--- src/rtl/sum_n_nos_param.sv ---
// sum_n_nos_param
//   Iterative series-sum unit. A request (N_valid & ready) latches N and a mode;
//   the block then adds one term per clock for i = 1..N and presents the result
//   with sum_valid until the consumer acks. Results wider than SUM_W bits
//   saturate to all-ones and raise overflow for that transaction.
//
// Ports
//   clk        in   1      rising-edge clock
//   reset      in   1      asynchronous, active-low reset
//   N_valid    in   1      request strobe, sampled with N_in/mode when ready
//   N_in       in   N_W    number of terms
//   mode       in   2      00: i   01: i*i   10: 2i-1   11: i
//   ack        in   1      result consumed (only acts while sum_valid)
//   ready      out  1      idle and able to accept a request
//   sum_valid  out  1      sum/overflow valid, held until ack
//   sum        out  SUM_W  saturated result
//   overflow   out  1      exact result did not fit in SUM_W bits
module sum_n_nos_param #(
  parameter int N_W   = 3,
  parameter int SUM_W = 8
) (
  input  logic             clk,
  input  logic             reset,
  input  logic             N_valid,
  input  logic [N_W-1:0]   N_in,
  input  logic [1:0]       mode,
  input  logic             ack,
  output logic             ready,
  output logic             sum_valid,
  output logic [SUM_W-1:0] sum,
  output logic             overflow
);

  // Largest term is cnt*cnt (2*N_W bits) or 2*cnt-1 (N_W+1 bits); one extra
  // bit on top of the wider operand keeps the add itself from wrapping.
  localparam int TERM_W = 2 * N_W + 1;
  localparam int ADD_W  = ((SUM_W > TERM_W) ? SUM_W : TERM_W) + 1;

  typedef enum logic [1:0] {
    ST_IDLE = 2'b00,
    ST_CALC = 2'b01,
    ST_DONE = 2'b10
  } state_t;

  state_t             state_r;
  logic [N_W-1:0]     n_r;
  logic [N_W-1:0]     cnt_r;
  logic [1:0]         mode_r;
  logic [SUM_W-1:0]   acc_r;
  logic               sum_valid_r;
  logic               overflow_r;

  logic [ADD_W-1:0]   add_s;
  logic [SUM_W-1:0]   sat_s;
  logic               ovf_s;

  // Series term for index c under mode m, widened to the adder width.
  function automatic logic [ADD_W-1:0] term_f(input logic [1:0] m,
                                              input logic [N_W-1:0] c);
    logic [ADD_W-1:0] c_ext;
    c_ext = ADD_W'(c);
    case (m)
      2'b01:   term_f = c_ext * c_ext;
      2'b10:   term_f = (c_ext << 1) - ADD_W'(1);
      2'b00:   term_f = c_ext;
      default: term_f = c_ext;
    endcase
  endfunction

  // Next accumulator value with saturation at 2^SUM_W-1.
  always_comb begin
    add_s = ADD_W'(acc_r) + term_f(mode_r, cnt_r);
    ovf_s = 1'b0;
    sat_s = add_s[SUM_W-1:0];
    if (add_s[ADD_W-1:SUM_W] != '0) begin
      ovf_s = 1'b1;
      sat_s = '1;
    end else begin
      ovf_s = 1'b0;
      sat_s = add_s[SUM_W-1:0];
    end
  end

  // Control FSM and all result registers.
  always_ff @(posedge clk or negedge reset) begin
    if (!reset) begin
      state_r     <= ST_IDLE;
      n_r         <= '0;
      cnt_r       <= '0;
      mode_r      <= 2'b00;
      acc_r       <= '0;
      sum_valid_r <= 1'b0;
      overflow_r  <= 1'b0;
    end else begin
      case (state_r)
        ST_IDLE: begin
          if (N_valid) begin
            n_r        <= N_in;
            mode_r     <= mode;
            cnt_r      <= N_W'(1);
            acc_r      <= '0;
            overflow_r <= 1'b0;
            if (N_in == '0) begin
              // Empty series: result is ready on the very next cycle.
              state_r     <= ST_DONE;
              sum_valid_r <= 1'b1;
            end else begin
              state_r <= ST_CALC;
            end
          end
        end
        ST_CALC: begin
          acc_r <= sat_s;
          if (ovf_s) begin
            overflow_r <= 1'b1;
          end
          // Equality stop keeps cnt from wrapping when N is the maximum value.
          if (cnt_r == n_r) begin
            state_r     <= ST_DONE;
            sum_valid_r <= 1'b1;
          end else begin
            cnt_r <= cnt_r + N_W'(1);
          end
        end
        ST_DONE: begin
          // Requests arriving here are dropped; only ack is honoured.
          if (ack) begin
            state_r     <= ST_IDLE;
            sum_valid_r <= 1'b0;
          end
        end
        default: begin
          state_r     <= ST_IDLE;
          sum_valid_r <= 1'b0;
        end
      endcase
    end
  end

  // ready drops together with reset, without waiting for a clock.
  assign ready     = (state_r == ST_IDLE) && reset;
  assign sum_valid = sum_valid_r;
  assign sum       = acc_r;
  assign overflow  = overflow_r;

endmodule

--- config.mk ---
export PLATFORM = sky130hd
export DESIGN_NAME = sum_n_nos_param
export DESIGN_NICKNAME = d
export VERILOG_FILES = /design/src/rtl/sum_n_nos_param.sv
export SDC_FILE = /design/constraint.sdc
export NUM_CORES = 1
export LEC_CHECK = 0
export BUFFER_PORTS_ARGS = -buffer_cell sky130_fd_sc_hd__clkbuf_2
export CORE_AREA = 2 2 53 55
export DETAILED_ROUTE_END_ITERATION = 10
export DIE_AREA = 0 0 55 57
export GPL_ROUTABILITY_DRIVEN = 0
export HOLD_SLACK_MARGIN = 0.15
export PLACE_DENSITY = 0.93
export SLEW_MARGIN = 10
export SYNTH_ARGS = -nofsm -noshare
export SYNTH_HDL_FRONTEND = slang
export SYNTH_SLANG_ARGS = --single-unit
--- constraint.sdc ---
create_clock -name clk -period 7.3 [get_ports clk]
set_input_delay 1.095 -clock clk [delete_from_list [all_inputs] [get_ports clk]]
set_output_delay 1.095 -clock clk [all_outputs]
set_load 0.02 [all_outputs]
# After elaboration in Yosys (flattened, before gate mapping)
# Index checks and enable logic that the tools add are counted.
# W data, S select, Z words.
dict set report word_totals {
  output_inout_bits 11
  in_bits 9
  reg_bits 20
}
dict set report classes {
  n_mux 21
  eq_ne 11
  n_mul 1
  n_reduce_logical 10
  addsub 3
}
# op n
set ops {}
lappend ops {{$pmux W9 S2} 1}
lappend ops {{$mux W8} 2}
lappend ops {{$pmux W8 S2} 1}
lappend ops {{$ne A2 B2 Y1 const B} 6}
lappend ops {{$add A8 B9 Y9} 1}
lappend ops {{$reduce_and A3 Y1} 3}
lappend ops {{$mux W2} 4}
lappend ops {{$mux W1} 7}
lappend ops {{$mul A3 B3 Y6} 1}
lappend ops {{$mux W3} 2}
lappend ops {{$pmux W2 S3} 1}
lappend ops {{$pmux W3 S2} 1}
lappend ops {{$sub A4 B1 Y5 const B} 1}
lappend ops {{$eq A2 B1 Y1 const B} 2}
lappend ops {{$eq A2 B2 Y1 const B} 2}
lappend ops {{$reduce_and A2 Y1} 2}
lappend ops {{$reduce_and A4 Y1} 1}
lappend ops {{$add A3 B1 Y3 const B} 1}
lappend ops {{$eq A3 B3 Y1} 1}
lappend ops {{$logic_not A3 Y1} 1}
lappend ops {{$pmux W1 S3} 1}
lappend ops {{$logic_not A2 Y1} 1}
lappend ops {{$pmux W1 S2} 1}
lappend ops {{$reduce_bool A2 Y1} 1}
lappend ops {{$logic_and A1 B1 Y1} 1}

# Longest topological paths before layout
# Gate-level depths: netlist of the first run.
dict set report logic_depth {
  word_depth 6
  mapped_depth 15
}

# Worst setup path after synthesis of the first run
# OpenSTA, ideal clock, no wires.
dict set report synth_timing {
  kind {reg2reg}
  startpoint {reg mode_r[0]}
  endpoint {reg acc_r[0], in the netlist sum[0]}
  stages_incl_launch_ff 13
  n_path_buf 2
  path_slack_ns 4.513
  t_arrival_ns 2.720
  cell_sequence {dfrtp_1 -> inv_1 -> ha_1 -> nand2b_1 -> or3_1 -> buf_2 -> a21oi_1 -> ha_1 -> buf_6 -> a211o_1 -> a211oi_4 -> mux2i_2 -> a221o_1}
}
dict set report synth_between {
  elab_chain_len 5
  word_cells_on_any_way 6
}
# item line_no
set synth_rtl {}
lappend synth_rtl {{from (decl)} 48} ;# logic [1:0] mode_r;
lappend synth_rtl {{from (signal assigned)} 99} ;# mode_r <= mode;
lappend synth_rtl {{$eq A2 B2 Y1 / $eq A2 B1 Y1 (equally long branches)} 62} ;# case (m)
lappend synth_rtl {{$pmux W9 S2 *} 62}
lappend synth_rtl {{$add A8 B9 Y9 *} 72} ;# add_s = ADD_W'(acc_r) + term_f(mode_r, cnt_r);
lappend synth_rtl {{$mux W8 *} 75} ;# if (add_s[ADD_W-1:SUM_W] != '0) begin
lappend synth_rtl {{$pmux W8 S2 *} 95} ;# case (state_r)
lappend synth_rtl {{to (signal assigned)} 113} ;# acc_r <= sat_s;
lappend synth_rtl {{to (decl)} 49} ;# logic [SUM_W-1:0] acc_r;
# Every way passes the cells marked *; elsewhere a longest branch is shown, timed or not.
# A chain may end at the register's enable or synchronous reset.

# Worst setup path after layout of the first run
# Ends and elaborated chain as after synthesis.

==> run metrics, run 1 <==
Final min period=about 3.1 ns; worst relative slew slack=roughly 52%; xor/xnor share of the synthesized area=approximately 5.9%; GR Overflow Total=0; setup TNS=0 ns; critical path class=flop to flop; fin util=61.0%; initial antenna violation count=0; Pleak=0.777 nW; critical path cell sequence=inv_1 -> ha_1 -> nand2b_1 -> or3_1 -> a21oi_1 -> ha_1 -> a211o_1 -> a211oi_4 -> mux2i_2 -> a221o_1; 1st-iter DRT viols=31; Die Span Y=between 50 and 60 µm; compound-cell area share of the yosys netlist=between 20% and 30%; Total GRT Usage=22.8%; Net Count, Synth=between 150 and 200; largest family of logic cells by synthesized area=compound AO/OA/AOI/OAI gates; leading cell type in the layout, fill and taps excluded=dfrtp_1; DIE WIDTH=~55 µm; register area share after synthesis=between 30% and 40%; CTS root buf=clkbuf_4; synthesized area=0.00149 mm²; Post-synth EDFFs=0; Syn Area/Cell=~9.3 µm²; via count=around 1,300; post-place setup slack=roughly 4.2 ns; slowest cell on the critical path=mux2i_2; Port Buf Inserts=19; critical path's top delay family=compound AO/OA/AOI/OAI gates; drt drc=0; final worst slack=between 4 and 5 ns; Num Clock Sinks=20; total CTS buffers=3; ANT cells=0; global-route wire length before repair=between 5000 and 6000 µm; post-synthesis mux area share=under 10%; vias in the first global route=1,255; Clock Skews=0.00826 ns; Cell Pwr Density=458 mW/mm²; cell mode on critical path=ha_1; peak supply drop=about 0.00027 V; status=complete, no violations; Max Clk Rate=317 MHz; flop and latch count out of synthesis=20; proportion of layout cells with a drive suffix above 1=between 10% and 20%; core footprint=~0.0026 mm²; Slew Viols, Final=0; post-synthesis adder-cell area fraction=between 10% and 20%; total power=~0.00073 W; Hold Vio Cnt, Final=0; DRT Pass-1 Iters=4; I/O pin count=20; CTS Hold Bufs=0; WL/cell=around 16 µm; post-synthesis simple-gate area fraction=~15%; row cnt=19; WP buf/inv=1; vias per cell=about 6.3; RSZ-0062 raised after global routing=no; synthesis-to-layout area growth=7.41%; crit path launch type=flop; Synthesis Warnings=0; DP Wirelength=2480 µm; Die ar.=between 0.003 and 0.004 mm²; max-cap violations=0; crit path DAT=between 3 and 4 ns; # H-tree levels=1; Post-synth ARST share=100%; Tcrit/Tclk final=43.1%; crit-path max cell delay=0.47 ns; Hold Path Class=flop to flop; required time worst endpoint=between 7 and 8 ns; Mapped Cells=160; Clock transition at path regs=0.11 ns; final net count=200; pin count of the biggest net entering global routing=22; CTS Buffer Depth=2; worst slew pin tran=about 0.72 ns; CTS resizes=0; CP Max Fanout=8; drt total wl=3280 µm; Unique masters post-synth=44; Post-CTS Setup Repair Bufs=0; Antenna Nets Post-Route=0; dominant synthesized flop cell=dfrtp_1; Critical Path Sink Type=flop; Setup violations, final=0; Initial Util=a little under three fifths; Clock Latency Late Sink=slightly above 0.3 ns; CTS tree=built; commonest cells after routing, fill and taps aside=20 x dfrtp_1, 19 x clkbuf_2, 15 x nand2_1
cell families (layout without fill, tap and decap cells):
| logic type | after synthesis | after routing |
|---|---|---|
| adder cells (fa/ha/maj) | 15 | 15 |
| flip-flops | 20 | 20 |
| AND/OR/NAND/NOR | 45 | 45 |
| XOR/XNOR | 10 | 10 |
| AO/OA/AOI/OAI | 48 | 48 |
| multiplexers | 5 | 5 |
| buffers and inverters | 17 | 31 |
cell usage after synthesis (3+ instances only):
master | number | area, µm²
a21oi_1 | 14 | 70.1
a221o_1 | 5 | 50.1
buf_4 | 3 | 22.5
dfrtp_1 | 20 | 500
ha_1 | 14 | 175
inv_1 | 8 | 30.0
mux2_2 | 3 | 33.8
nand2_1 | 15 | 56.3
nand2b_1 | 5 | 31.3
nand3_1 | 3 | 15.0
nor2_1 | 8 | 30.0
nor3_1 | 3 | 15.0
nor3b_1 | 3 | 22.5
o21ai_0 | 7 | 35.0
xnor2_1 | 7 | 61.3
xor2_1 | 3 | 26.3
worst reg2reg max path, stage by stage, from the launching register on:
cell,delay (ns)
dfrtp_1,0.40
inv_1,0.09
ha_1,0.22
nand2b_1,0.08
or3_1,0.43
a21oi_1,0.18
ha_1,0.34
a211o_1,0.38
a211oi_4,0.33
mux2i_2,0.47
a221o_1,0.18
stage by stage:
| stage | instances | area (µm²) | hold slack, ns |
|---|---|---|---|
| after CTS | 205 | 1590 | 0.552 |
| after detailed placement | 202 | 1570 | 0.527 |
| after floorplan | 160 | 1490 | 0.502 |
| final | 205 | 1600 | 0.545 |
| after global routing | 205 | 1600 | 0.572 |
| after global placement | 202 | 1570 | 0.516 |
path summary, 6_finish.rpt:
path,from,endpoint,slack (ns),depth (start not counted)
setup / recovery,mode_r[0],sum[0],4.15,10
hold / removal,sum[6],sum[6],0.55,1
setup reg to reg,mode_r[0],sum[0],4.15,10
hold reg to reg,sum[6],sum[6],0.55,1
max in group asynchronous,reset,overflow,6.21,1
min in group asynchronous,reset,sum[4],0.73,1
final cells by class:
class / instances / area, µm²
tap: 31 / 38.8
inverter: 9 / 33.8
timing repair buffer: 19 / 95.1
multi-input combinational: 123 / 905
sequential: 20 / 500
fill: 244 / 1020
clock buffer: 3 / 22.5
power by group:
group / internal [W] / leakage, nW / switching (W)
logic: 0.000195 / 0.514 / 0.000258
registers: 0.000161 / 0.249 / 0.0000636
clock network: 0.0000193 / 0.0138 / 0.0000342
registers in the layout, indices dropped and copies added (netlist names):
name and flops:
cnt_r 3, mode_r 2, n_r 3, overflow 1, state_r 2, sum 8, sum_valid 1
routing by layer:
metal / part of all wire, % / track usage [%]
met1: 43 / 28.0
met2: 50 / 38.8
met3: 4.2 / 3.66
met4: 2.4 / 9.41
met5: 0 / 0
(Power assumes the default switching activity.)
==> inputs of run 2 (changes only) <==
- CORE_AREA: 2 2 53 55 -> 2 2 55 57
- DIE_AREA: 0 0 55 57 -> 0 0 57 59
- PLACE_DENSITY: 0.93 -> 0.87
- clock period: 7.3 -> 3.1 ns (I/O delays scaled with it)
==> run metrics, run 2 (synthesis gave the netlist of run 1 again) <==
status=complete, no violations; WP buf/inv=0; crit path launch type=flop; via count=1,219; final net count=a little over 200; part of the power in combinational logic=approximately 62%; critical path cell sequence=ha_1 -> ha_1 -> a22oi_1 -> nor2_1 -> ha_1 -> a21oi_1 -> a21oi_1 -> a211oi_4 -> mux2i_4 -> a221o_1; Tcrit/Tclk final=96.1%; Clk pwr share=under 10%; hold slack=approximately 0.36 ns; drt total wl=around 3200 µm; row cnt=19; commonest cells after routing, fill and taps aside=20 x dfrtp_1, 19 x clkbuf_2, 15 x nand2_1; worst slew pin tran=0.650 ns; max-cap violations=0; GR Overflow Total=0; critical path's top delay family=compound AO/OA/AOI/OAI gates; pin count of the biggest net entering global routing=22; cell mode on critical path=ha_1; Inst Count DP=a little over 200; Largest register FFs=8; initial antenna violation count=0; 1st-iter DRT viols=55; total power=about 0.0018 W; Cell Pwr Density=about 1100 mW/mm²; sw power=0.000844 W; Design Area, Final=0.00168 mm²; met3 Usage GRT=under 10%; Setup violations, final=0; CTS tree=built; vias in the first global route=about 1,200; I/O pin count=20; CTS Buffer Depth=2; Slew Viols, Final=0; Clock Latency Late Sink=around 0.31 ns; Num Clock Sinks=20; Finished Layout Cells=about 210; placed cell area=around 0.0016 mm²; CTS root buf=clkbuf_4; Hold Vio Cnt, Final=0; Antenna Nets Post-Route=0; Initial Util=54.8%; Final min period=~3 ns; required time worst endpoint=3.34 ns; GR Layer Usage met2=between 30% and 40%; Critical Path Sink Type=flop; Port Buf Inserts=19; CP Max Fanout=8; met1 Use GR=~27%; Internal=about 0.00095 W; Clock Skews=between 0.01 and 0.015 ns; critical path class=flop to flop; ANT cells=0; synthesis-to-layout area growth=13.0%; Total GRT Usage=21.5%; Die ar.=0.00336 mm²; setup TNS=0 ns; Max Clk Rate=336 MHz; RSZ-0062 raised after global routing=no; vias per cell=~5.8; Pleak=just over 0.8 nW; r2r startpoint=cnt_r[0]; worst relative slew slack=between 50% and 60%; # H-tree levels=1; leading cell type in the layout, fill and taps excluded=dfrtp_1; slowest cell on the critical path=dfrtp_1; DP Wirelength=about 2500 µm; global-route wire length before repair=around 5600 µm; busiest grt layer=met2; Die Span Y=between 50 and 60 µm; DIE WIDTH=57 µm; peak supply drop=0.000697 V; Clock transition at path regs=~0.12 ns; drt drc=0; crit-path max cell delay=0.49 ns; DRT Pass-1 Iters=4; Hold Path Class=input port to flop; Switching Fraction=47.1%; proportion of layout cells with a drive suffix above 1=a little under a quarter; hold_sp=mode[1]; Crit. Startpoint=cnt_r[0]; crit path DAT=3.22 ns; Flop pwr share=slightly below 30%; WL/cell=about 15 µm; total CTS buffers=3; core footprint=between 0.002 and 0.003 mm²
[run 2: changes by cell type in the layout (fill, tap and decap cells not counted), sizes merged]
cell / before / now
dlygate4sd3: 0 / 1
clkbuf: 22 / 23
buf: 0 / 5
[run 2: per-layer routing]
layer  routed length [µm]  vias up  share of wire, %
li1                     -      620                 -
met1                 1420      557                44
met2                 1620       35                50
met3                  145        7               4.5
met4                   49        0               1.5
met5                    0        -                 0
[run 2: stage by stage]
| stage | setup slack, ns | utilization (%) |
|---|---|---|
| 2_1_floorplan | 0.313 | - |
| 4_1_cts | 0.101 | 60.4 |
| 3_5_place_dp | 0.151 | 58.7 |
| 5_1_grt | 0.00592 | 61.9 |
| 6_report | 0.122 | 61.9 |
| 3_3_place_gp | 0.317 | 58.7 |
[run 2: path summary, 6_finish.rpt]
path / slack (ns) / cells after the start / to
max in group asynchronous: 2.12 / 2 / sum[7]
min in group asynchronous: 0.64 / 2 / state_r[1]
worst min register to register: 0.54 / 1 / sum[6]
worst max-delay path: 0.12 / 10 / sum[5]
worst min-delay path: 0.36 / 3 / mode_r[1]
worst max register to register: 0.12 / 10 / sum[5]
[run 2: timing repair]
item	CTS	global route
setup buffers	0	2
resized for setup	0	5
endpoints found under the hold margin	20	0
setup endpoints to repair	0	7
hold buffers	1	0
[run 2: tightest hold or removal path, delay by kind of cell]
kind	cells	cell delay (ns)
compound gates	1	0.06
buf+inv	1	0.08
simple gates	1	0.04
[run 2: power groups by stage]
| stage | Combinational (W) | Sequential (W) | Clock [W] |
|---|---|---|---|
| after floorplan | 0.000843 | 0.000522 | 0 |
| after global placement | 0.00102 | 0.000515 | 0 |
| after detailed placement | 0.00107 | 0.000529 | 0 |
| after CTS | 0.00108 | 0.000522 | 0.000154 |
| after global routing | 0.00126 | 0.000548 | 0.000166 |
| final | 0.00111 | 0.000526 | 0.000153 |
[run 2: cell type report]
type                    count  area, µm²
repair buffers             25        143
well taps                  31       38.8
multi-input cells         123        926
flip-flops and latches     20        500
inverters                   9       33.8
fillers                   237       1030
clock buffers               4       36.3
==> inputs of run 3 (changes only) <==
- CAP_MARGIN: default -> 20
- CELL_PAD_IN_SITES_DETAIL_PLACEMENT: default -> 0
- CELL_PAD_IN_SITES_GLOBAL_PLACEMENT: default -> 1
- CORE_AREA: 2 2 55 57 -> 2 2 62 64
- DIE_AREA: 0 0 57 59 -> 0 0 64 66
- PLACE_DENSITY: 0.87 -> 0.88
==> run metrics, run 3 (synthesis gave the netlist of run 1 again) <==
status=complete, no violations; setup TNS=0 ns; RSZ-0062 raised after global routing=no; Hold Path Class=input port to flop; Clock Skews=roughly 0.0080 ns; Pleak=slightly below 0.8 nW; pin count of the biggest net entering global routing=22; 1st-iter DRT viols=74; vias in the first global route=1,158; FF-to-FF End=sum[1]; fill count=343; slowest cell on the critical path=dfrtp_1; Die ar.=0.00422 mm²; WL/cell=about 14 µm; crit path launch type=flop; hold worst-path end=mode_r[0]; # H-tree levels=1; Clock Latency Late Sink=0.30 ns; ANT cells=0; crit-path max cell delay=approximately 0.4 ns; core footprint=around 0.0036 mm²; I/O pin count=20; DIE WIDTH=between 60 and 70 µm; Largest register FFs=8; worst slew pin tran=between 0.7 and 0.8 ns; required time worst endpoint=between 3 and 4 ns; CTS root buf=clkbuf_4; Hold Vio Cnt, Final=0; busiest grt layer=met2; Cell Pwr Density=between 1000 and 1500 mW/mm²; DP Wirelength=~2400 µm; Num Clock Sinks=20; critical path class=flop to flop; Setup violations, final=0; post-place setup slack=0.188 ns; Final min period=2.91 ns; Die Span Y=66 µm; drt drc=0; DRT Pass-1 Iters=4; final worst slack=about 0.19 ns; WP buf/inv=1; commonest cells after routing, fill and taps aside=20 x dfrtp_1, 19 x clkbuf_2, 15 x nand2_1; met3 Usage GRT=between 3 and 4%; CP Max Fanout=8; global-route wire length before repair=~5300 µm; crit path DAT=~3.2 ns; critical path cell sequence=inv_1 -> ha_2 -> nand2b_1 -> or3_1 -> a21oi_1 -> ha_1 -> a211o_1 -> a211oi_4 -> mux2i_4 -> a221o_1; final net count=about 200; Port Buf Inserts=19; via count=between 1,000 and 1,500; r2r startpoint=mode_r[0]; Critical Path Sink Type=flop; Max Clk Rate=~340 MHz; row cnt=22; max-cap violations=0; critical path's top delay family=compound AO/OA/AOI/OAI gates; worst relative slew slack=between 50% and 60%; CTS tree=built; Tcrit/Tclk final=a little over nine tenths; Antenna Nets Post-Route=0; total CTS buffers=3; vias per cell=approximately 5.4; hold path depth=3; GR Overflow Total=0; initial antenna violation count=0; hold_sp=mode[0]; drt total wl=between 3000 and 4000 µm; GR Layer Usage met2=between 20% and 30%; leading cell type in the layout, fill and taps excluded=dfrtp_1; synthesis-to-layout area growth=13.0%; reg2reg setup slack=between 0.15 and 0.2 ns; Total GRT Usage=around 16%; peak supply drop=roughly 0.00054 V; CTS Buffer Depth=2; Reg2Reg Depth=10; met1 Use GR=around 20%; proportion of layout cells with a drive suffix above 1=a little over a fifth; Clock transition at path regs=between 0.1 and 0.15 ns; Initial Util=a little over two fifths; Slew Viols, Final=0
## run 3: metal layers
metal	wire length, µm	up-vias
met5	0	-
met4	18	0
met3	124	2
met2	1480	26
met1	1500	593
li1	-	614
## run 3: final cells by class
class / count / area (µm²) / area share (%)
Tap cell: 48 / 60.1 / 3.58
Timing Repair Buffer: 24 / 135 / 8.05
Inverter: 9 / 33.8 / 2.01
Sequential cell: 20 / 500 / 29.8
Clock buffer: 3 / 22.5 / 1.34
Multi-Input combinational cell: 123 / 926 / 55.2
## run 3: worst reg2reg max path, delay by kind of cell, from the launching register on
kind,cells,cell delay (ns)
multiplexers,1,0.38
flip-flops,1,0.40
adder cells (fa/ha/maj),2,0.55
AND/OR/NAND/NOR,2,0.39
buffers and inverters,1,0.07
AO/OA/AOI/OAI,4,1.06
## run 3: what timing repair did
action | in CTS | in global routing
buffers inserted | 0 | 2
setup endpoints to repair | 0 | 7
hold buffers | 1 | 0
resized for setup | 0 | 5
hold endpoints to repair | 20 | 0
## run 3: per-stage QoR
stage	total power [W]	util (%)	hold WS, ns	instances	area [µm²]
detailed placement	0.00159	45.2	0.466	221	1600
CTS	0.00172	46.1	0.366	225	1640
floorplan	0.00137	-	0.169	160	1490
global route	0.00192	47.3	0.373	227	1680
global placement	0.00155	45.2	0.452	221	1600
finish	0.00174	47.3	0.370	227	1680
## run 3: how the worst max path moves through the flow
stage,from,endpoint,cells after the start
2_1_floorplan,mode_r[0],sum[0],12
3_3_place_gp,mode_r[0],sum[0],10
3_5_place_dp,mode_r[0],sum[1],14
4_1_cts,mode_r[0],sum[1],10
5_1_grt,mode_r[0],sum[0],14
6_report,mode_r[0],sum[1],10
## run 3: power breakdown
part	switching, W	total (W)	internal, W
combinational	0.000609	0.00109	0.000486
clock	0.0000784	0.000124	0.0000453
sequential	0.000145	0.000525	0.000380
